<file path="config.mk">
export PLATFORM = sky130hd
export DESIGN_NAME = iob_cache_be_arbiter
export DESIGN_NICKNAME = d
export VERILOG_FILES = /design/src/rtl/iob_cache_be_arbiter.sv
export SDC_FILE = /design/constraint.sdc
export NUM_CORES = 1
export LEC_CHECK = 0
export CAP_MARGIN = 20
export CELL_PAD_IN_SITES_DETAIL_PLACEMENT = 0
export CELL_PAD_IN_SITES_GLOBAL_PLACEMENT = 1
export CORE_AREA = 2 2 119 121
export CTS_BUF_LIST = sky130_fd_sc_hd__clkbuf_4 sky130_fd_sc_hd__clkbuf_8 sky130_fd_sc_hd__clkbuf_16
export DETAILED_ROUTE_END_ITERATION = 10
export DIE_AREA = 0 0 121 123
export DONT_BUFFER_PORTS = 1
export GPL_ROUTABILITY_DRIVEN = 0
export PLACE_DENSITY_LB_ADDON = 0.3
export SLEW_MARGIN = 5
export SYNTH_ARGS = -nofsm -noshare
export SYNTH_HDL_FRONTEND = slang
export SYNTH_SLANG_ARGS = --single-unit
</file>
<file path="constraint.sdc">
create_clock -name clk -period 1.1 [get_ports clk]
set_input_delay 0.22 -clock clk [delete_from_list [all_inputs] [get_ports clk]]
set_output_delay 0.22 -clock clk [all_outputs]
set_load 0.02 [all_outputs]
</file>
<file path="src/rtl/iob_cache_be_arbiter.sv">
// iob_cache_be_arbiter: round-robin arbiter of two cache back-end ports (m0_*, m1_*) onto one memory port (s_*)
module iob_cache_be_arbiter #(
  parameter int ADDR_W = 32,
  parameter int DATA_W = 32
) (
  input  logic              clk,
  input  logic              rst,
  input  logic              m0_req,
  input  logic [ADDR_W-1:0] m0_addr,
  input  logic [DATA_W-1:0] m0_wdata,
  input  logic [DATA_W/8-1:0] m0_wstrb,
  output logic [DATA_W-1:0] m0_rdata,
  output logic              m0_ack,
  input  logic              m1_req,
  input  logic [ADDR_W-1:0] m1_addr,
  input  logic [DATA_W-1:0] m1_wdata,
  input  logic [DATA_W/8-1:0] m1_wstrb,
  output logic [DATA_W-1:0] m1_rdata,
  output logic              m1_ack,
  output logic              s_req,
  output logic [ADDR_W-1:0] s_addr,
  output logic [DATA_W-1:0] s_wdata,
  output logic [DATA_W/8-1:0] s_wstrb,
  input  logic [DATA_W-1:0] s_rdata,
  input  logic              s_ack
);
  typedef enum logic {IDLE, BUSY} state_t;
  state_t state, state_n;
  logic gnt, gnt_n, last, last_n, busy;
  always_ff @(posedge clk) begin
    if (rst) begin
      state <= IDLE;
      gnt   <= 1'b0;
      last  <= 1'b1;
    end else begin
      state <= state_n;
      gnt   <= gnt_n;
      last  <= last_n;
    end
  end
  always_comb begin
    state_n = state;
    gnt_n   = gnt;
    last_n  = last;
    if (state == IDLE) begin
      if (m0_req | m1_req) begin
        state_n = BUSY;
        gnt_n   = (m0_req & m1_req) ? ~last : m1_req;
      end
    end else if (s_ack) begin
      state_n = IDLE;
      last_n  = gnt;
    end
  end
  assign busy     = (state == BUSY);
  assign s_req    = busy;
  assign s_addr   = busy ? (gnt ? m1_addr : m0_addr) : '0;
  assign s_wdata  = busy ? (gnt ? m1_wdata : m0_wdata) : '0;
  assign s_wstrb  = busy ? (gnt ? m1_wstrb : m0_wstrb) : '0;
  assign m0_ack   = busy & s_ack & ~gnt;
  assign m1_ack   = busy & s_ack & gnt;
  assign m0_rdata = s_rdata;
  assign m1_rdata = s_rdata;
endmodule

</file>
==> Word-level counts from Yosys, hierarchy flattened <==
Cells that the tools add are included.
{ "classes": {"n_bitwise": 8, "mux": 10, "reduce_logical": 2} }
{ "ops": {"columns": ["op", "count"], "rows": [
  ["$mux 32", 4],
  ["$mux 4", 2],
  ["$and 1x1->1", 4],
  ["$mux 1", 4],
  ["$reduce_and 2->1", 2],
  ["$not 1->1", 3],
  ["$or 1x1->1", 1]
]} }
{ "word_totals": {"reg_bits": 3, "output_inout_bits": 135, "wordCells": 23, "input_bits": 173} }

==> Depth between registers and ports, before layout <==
Gate-level depths: netlist of the first run.
{ "depth": {"depth_word": 3, "ltp_mapped": 4, "depth_no_buf": 3} }

==> Worst setup path before layout of the first run <==
OpenSTA, ideal clock, no wires.
{ "synth_timing": {"path_kind": "register to output", "startpoint": "reg state (netlist: s_req)", "endpoint": "out s_wdata[24]", "n_path_buf": 2, "t_required_ps": 880, "setup_slack_ps": -316, "path_stages_with_launch": 4, "arrival_time_ps": 1196, "path_cell_list": "dfxtp_1 buf_4 clkbuf_1 nor2b_1"} }
{ "synth_between": {"elab_chain_len": 1} }
{ "synth_rtl": {"columns": ["item", "line", "rtl"], "rows": [
  ["from (decl)", "28", "state_t state, state_n;"],
  ["from (signal assigned)", "36", "state <= state_n;"],
  ["$mux 32", "58", "assign s_wdata = busy ? (gnt ? m1_wdata : m0_wdata) : '0;"],
  ["to (decl)", "22", "output logic [DATA_W-1:0] s_wdata,"]
]} }
No other way between the ends.

==> Worst setup path after layout of the first run <==
{ "layout_timing": {"startpoint": "reg gnt", "endpoint": "out s_wdata[28]"} }
{ "layout_between": {"elab_chain_len": 2} }
{ "layout_rtl": {"columns": ["item", "line", "rtl"], "rows": [
  ["from (decl)", "29", "logic gnt, gnt_n, last, last_n, busy;"],
  ["from (signal assigned)", "37", "gnt <= gnt_n;"],
  ["$mux 32 (2 in a row)", "58", null]
]} }
No other way between the ends.

==> run summary, run 1 <==
Core Area - 0.0136 mm2
slowest stage cell, crit path - dfxtp_4
Pins Over Slew Limit - 0
CTS tree - built
Mapped Area - 0.00186 mm2
Rel. slew slack - 82.2%
failing checks - negative setup slack
TritonCTS Buffers - 3
die width - 121 um
Required @ worst endpoint - 0.88 ns
DRC - 0
largest family of logic cells by synthesized area - multiplexers
Slew @ Worst Pin - 0.265 ns
layout net count - 354
Final Instance Area - 0.00268 mm2
clock latency on the worst-skew pair - 0.22 ns
CP bufs+invs - 2
Register Area - 67.6 um2
vias after detailed routing - 1392
Initial Util - 13.7%
total track usage - 6.68%
synthesized net count - 403
slowest stage delay, CP - 0.37 ns
CP delay by family, top - flip-flops
CP Data Arrival Time - 1.31 ns
drt first pass iters - 4
worst-path cell chain - buf_12 > clkbuf_16 > mux2i_4 > nor2b_4
Clk pin slew, worst setup/hold paths - 0.03 ns
endpoint class of the critical path - output pin
critical path type - flip-flop to output pin
I/O Buffers - 0
Post-Route WL - 6.35 mm
total gr overflow - 0
Worst Skew - 0.00286 ns
final period demand of the worst path - 1.53 ns
area grow syn2layout - 43.8%
global-route wire length before repair - 7.47 mm
final count of hold timing violations - 0
Post-Synth XOR/XNOR Area - 0%
# diodes - 0
DIE HEIGHT - 123 um
fillers - 1461
initial drt markers - 10
H-tree depth - 1
total of max-cap violations - 0
Seq/Total Area, Yosys - 3.23%
antenna violations before repair - 0
I/O pin count - 308
Root Driver - clkbuf_16
average wire per cell in the routed design - 17.6 um
Yosys reg bits - 3
Die ar. - 0.0149 mm2
clock buffer depth - 2
largest net degree at the start of global routing - 36
Worst Hold Class - primary input to flip-flop
CP max FO - 9
Synth cell types - 17
fin util - 19.7%
RSZ-0062 raised after global routing - yes
hpwl dp - 3.92 mm
# rows - 43
Cells after Synth - 230
setup ws final - -0.427 ns
TNS Setup - -26.66 ns
simple-gate share of the synthesized area - 24.7%
area occupied by multi-input gates - 0.00184 mm2
vias in the first global route - 1348
Ys Warns - 0
hold_buf cts - 0
fraction of layout cells with a size suffix above 1 - 73.9%
DP Area - 0.00189 mm2
mux cell area share after synthesis - 36.6%
adder-cell share of the synthesized area - 0%
smallest hold slack - 0.0589 ns
Synth Area in Compound Gates - 1.41%
maximum vdd drop - 0.000265 V
period utilization - 139%
Clock Sinks - 3
status - complete, but fails checks
Syn Area/Cell - 8.09 um2
leakage power figure - 0.826 nW
Routed Antenna Nets - 0
PD cells - 794 mW/mm2
CP Launch Type - flip-flop
Final Setup Violations - 71
maximum clock frequency - 655 MHz
Place WS - -0.230 ns
vias per inst - 3.87
-- worst paths after layout --
kind | from | endpoint | slack (ns) | cells past startpoint
worst max register to register | gnt$_SDFFE_PP0P_ | last$_SDFFE_PP1P_ | -0.17 | 4
worst min register to register | last$_SDFFE_PP1P_ | last$_SDFFE_PP1P_ | 0.46 | 1
worst min-delay path | rst | gnt$_SDFFE_PP0P_ | 0.06 | 1
worst max-delay path | gnt$_SDFFE_PP0P_ | s_wdata[28] | -0.43 | 4
-- routing by layer --
metal / GRT usage, % / up-vias / share of wire [%]
met1: 6.02 / 625 / 29
li1: - / 602 / -
met5: 0 / - / 0
met2: 13.9 / 131 / 58
met4: 3.20 / 0 / 3.2
met3: 1.43 / 34 / 9.5
-- metrics by stage --
stage	total power, W	std cells
after floorplan	0.00138	230
final	0.00212	360
after global placement	0.00110	338
after global routing	0.00222	360
after detailed placement	0.00111	338
after CTS	0.00197	358
-- layout by cell type, fill, tap and decap left out --
cell type  Yosys  final
buf_6          1      6
clkbuf_4       0      1
a211o_1        1      1
a211oi_1       1      1
o21ai_1        0      1
clkbuf_16      0      5
a21oi_1        1      1
mux2i_2        0      3
buf_4         65      4
mux2i_1       68     37
buf_12         0      7
and3_4         1      1
nor2b_2        0     40
inv_1          1      1
nand3b_1       1      1
buf_16         0      5
nor2b_4        0     28
mux2i_4        0     28
nor3_1         1      1
nor2_2         0      1
buf_8          7      2
dfxtp_4        0      2
dfxtp_1        3      1
nand2_1        2      2
-- power by group --
| part | internal, W | switching [W] | leakage [nW] |
|---|---|---|---|
| logic | 0.000711 | 0.000677 | 0.759 |
| registers | 0.000118 | 0.0000169 | 0.0261 |
| clock network | 0.000503 | 0.0000990 | 0.0416 |
-- state kept, by name, summed over array words and instances, names as in the netlist --
signal	count
last	1
gnt	1
s_req	1
-- Yosys cell counts (all sizes together) --
master / count / area share, %
a211o: 1 / 0.47
a211oi: 1 / 0.40
a21oi: 1 / 0.27
and3: 1 / 0.60
buf: 73 / 32
clkbuf: 7 / 1.4
dfxtp: 3 / 3.2
inv: 1 / 0.20
mux2i: 68 / 37
nand2: 2 / 0.40
nand3b: 1 / 0.40
nor2: 1 / 0.20
nor2b: 68 / 23
nor3: 1 / 0.27
o21ai: 1 / 0.27
-- cell type report --
cell class | instances | area share (%)
inverter | 1 | 0.140
multi-input combinational | 146 | 68.8
timing repair buffer | 26 | 17.0
tap | 180 | 8.42
clock buffer | 4 | 3.09
sequential | 3 | 2.52
-- logic make-up after synthesis --
kind of cell,Yosys count
DFF,3
buffers and inverters,81
muxes,68
and+or+nand+nor,74
AOI/OAI and AO/OA,4
-- timing repair --
action	in CTS	in global routing
gates resized for setup	28	57
gates cloned	6	3
pin swaps	0	1
endpoints found under the setup margin	72	73
buffers inserted	10	2
No activity file was read; power rests on OpenSTA's default activity.
==> run 2, diff against run 1 <==
- clock period: 1.1 -> 1.7 ns (I/O delays scaled with it)
==> run 2 against run 1 <==
The flow now finishes without violations. Via count increased by 4.6%. Hold slack improved by 0.12 ns. Highest routed layer unchanged. First-iteration DRC count increased by 100%.
==> run summary, run 2 (synthesis gave the netlist of run 1 again) <==
final period demand of the worst path - 1.65 ns
largest net degree at the start of global routing - 76
layout net count - 401
total power - 0.00115 W
worst-path cell chain - buf_16 > mux2i_1 > nor2b_1 > buf_4
Core Area - 0.0136 mm2
antenna violations before repair - 0
TNS Setup - 0 ns
commonest cells after routing, fill and taps aside - 69 x buf_4, 68 x mux2i_1, 68 x nor2b_1
I/O Buffers - 0
drt first pass iters - 4
total gr overflow - 0
average wire per cell in the routed design - 12.9 um
global-route wire length before repair - 6.22 mm
die width - 121 um
vias per inst - 3.58
vias in the first global route - 1234
Final Instance Area - 0.00216 mm2
Worst Hold Class - primary input to flip-flop
fraction of layout cells with a size suffix above 1 - 35.2%
area occupied by multi-input gates - 0.00117 mm2
CP delay by family, top - flip-flops
PD cells - 530 mW/mm2
setup ws final - 0.0501 ns
Worst Skew - 0.00121 ns
Place WS - 0.239 ns
Final Setup Violations - 0
total track usage - 5.31%
most common cell after layout, fill and taps aside - buf_4
slowest stage cell, crit path - dfxtp_4
slowest stage delay, CP - 0.41 ns
Initial Util - 13.7%
maximum vdd drop - 0.000219 V
clock buffer depth - 2
critical path type - flip-flop to output pin
Root Driver - clkbuf_16
leakage power figure - 0.837 nW
I/O pin count - 308
fillers - 1538
final count of hold timing violations - 0
RSZ-0062 raised after global routing - yes
total of max-cap violations - 0
PostCTS Resize Cnt - 0
endpoint class of the critical path - output pin
Post-Route WL - 5.26 mm
Register Area - 65.1 um2
Rel. slew slack - 82.8%
Routed Antenna Nets - 0
Clock Sinks - 3
H-tree depth - 1
DP Area - 0.00204 mm2
DIE HEIGHT - 123 um
CP max FO - 31
DRC - 0
CTS tree - built
clock latency on the worst-skew pair - 0.22 ns
CP Launch Type - flip-flop
# diodes - 0
Slew @ Worst Pin - 0.258 ns
initial drt markers - 20
hpwl dp - 4.05 mm
area grow syn2layout - 16.1%
Die ar. - 0.0149 mm2
status - complete, no violations
hold_buf cts - 0
period utilization - 97.1%
Required @ worst endpoint - 1.36 ns
Clk pin slew, worst setup/hold paths - 0.03 ns
TritonCTS Buffers - 3
CP Data Arrival Time - 1.31 ns
setup bufs post-CTS - 0
CP bufs+invs - 2
vias after detailed routing - 1456
# rows - 43
Pins Over Slew Limit - 0
maximum clock frequency - 606 MHz
-- run 2: changes by cell type in the layout (fill, tap and decap cells not counted), sizes merged --
cell,previous run,this run
buf,24,72
clkbuf,6,5
-- run 2: area by class of cell --
cell class                      instances  share of cell area, %
Multi-Input combinational cell        146                   54.0
Timing Repair Buffer                   73                   28.6
Tap cell                              180                   10.4
Clock buffer                            4                   3.82
Sequential cell                         3                   3.01
Inverter                                1                  0.174
-- run 2: path summary, 6_finish.rpt --
check	depth (start not counted)	slack [ns]	start	endpoint
setup / recovery	4	0.05	gnt$_SDFFE_PP0P_	s_addr[19]
hold / removal	1	0.18	rst	gnt$_SDFFE_PP0P_
setup reg to reg	3	0.53	gnt$_SDFFE_PP0P_	last$_SDFFE_PP1P_
hold reg to reg	1	0.46	last$_SDFFE_PP1P_	last$_SDFFE_PP1P_
-- run 2: power by group --
group | switching (W) | internal, W
clock | 0.0000620 | 0.000325
combinational | 0.000349 | 0.000325
sequential | 0.00000816 | 0.0000767
-- run 2: per-stage QoR --
| stage | utilization, % | instances | hold slack [ns] |
|---|---|---|---|
| finish | 15.9 | 407 | 0.177 |
| global placement | 15.0 | 402 | 0.403 |
| floorplan | - | 230 | 0.409 |
| detailed placement | 15.0 | 402 | 0.406 |
| global route | 15.9 | 407 | 0.171 |
| CTS | 15.6 | 406 | 0.174 |
-- run 2: metal layers --
metal	share of wire (%)	up-vias	routed length, um	GRT usage, %
met5	0	-	0	0
met4	5.6	0	295	4.94
met3	11	33	577	1.01
met2	54	124	2850	10.4
met1	29	612	1540	4.45
li1	-	687	-	-
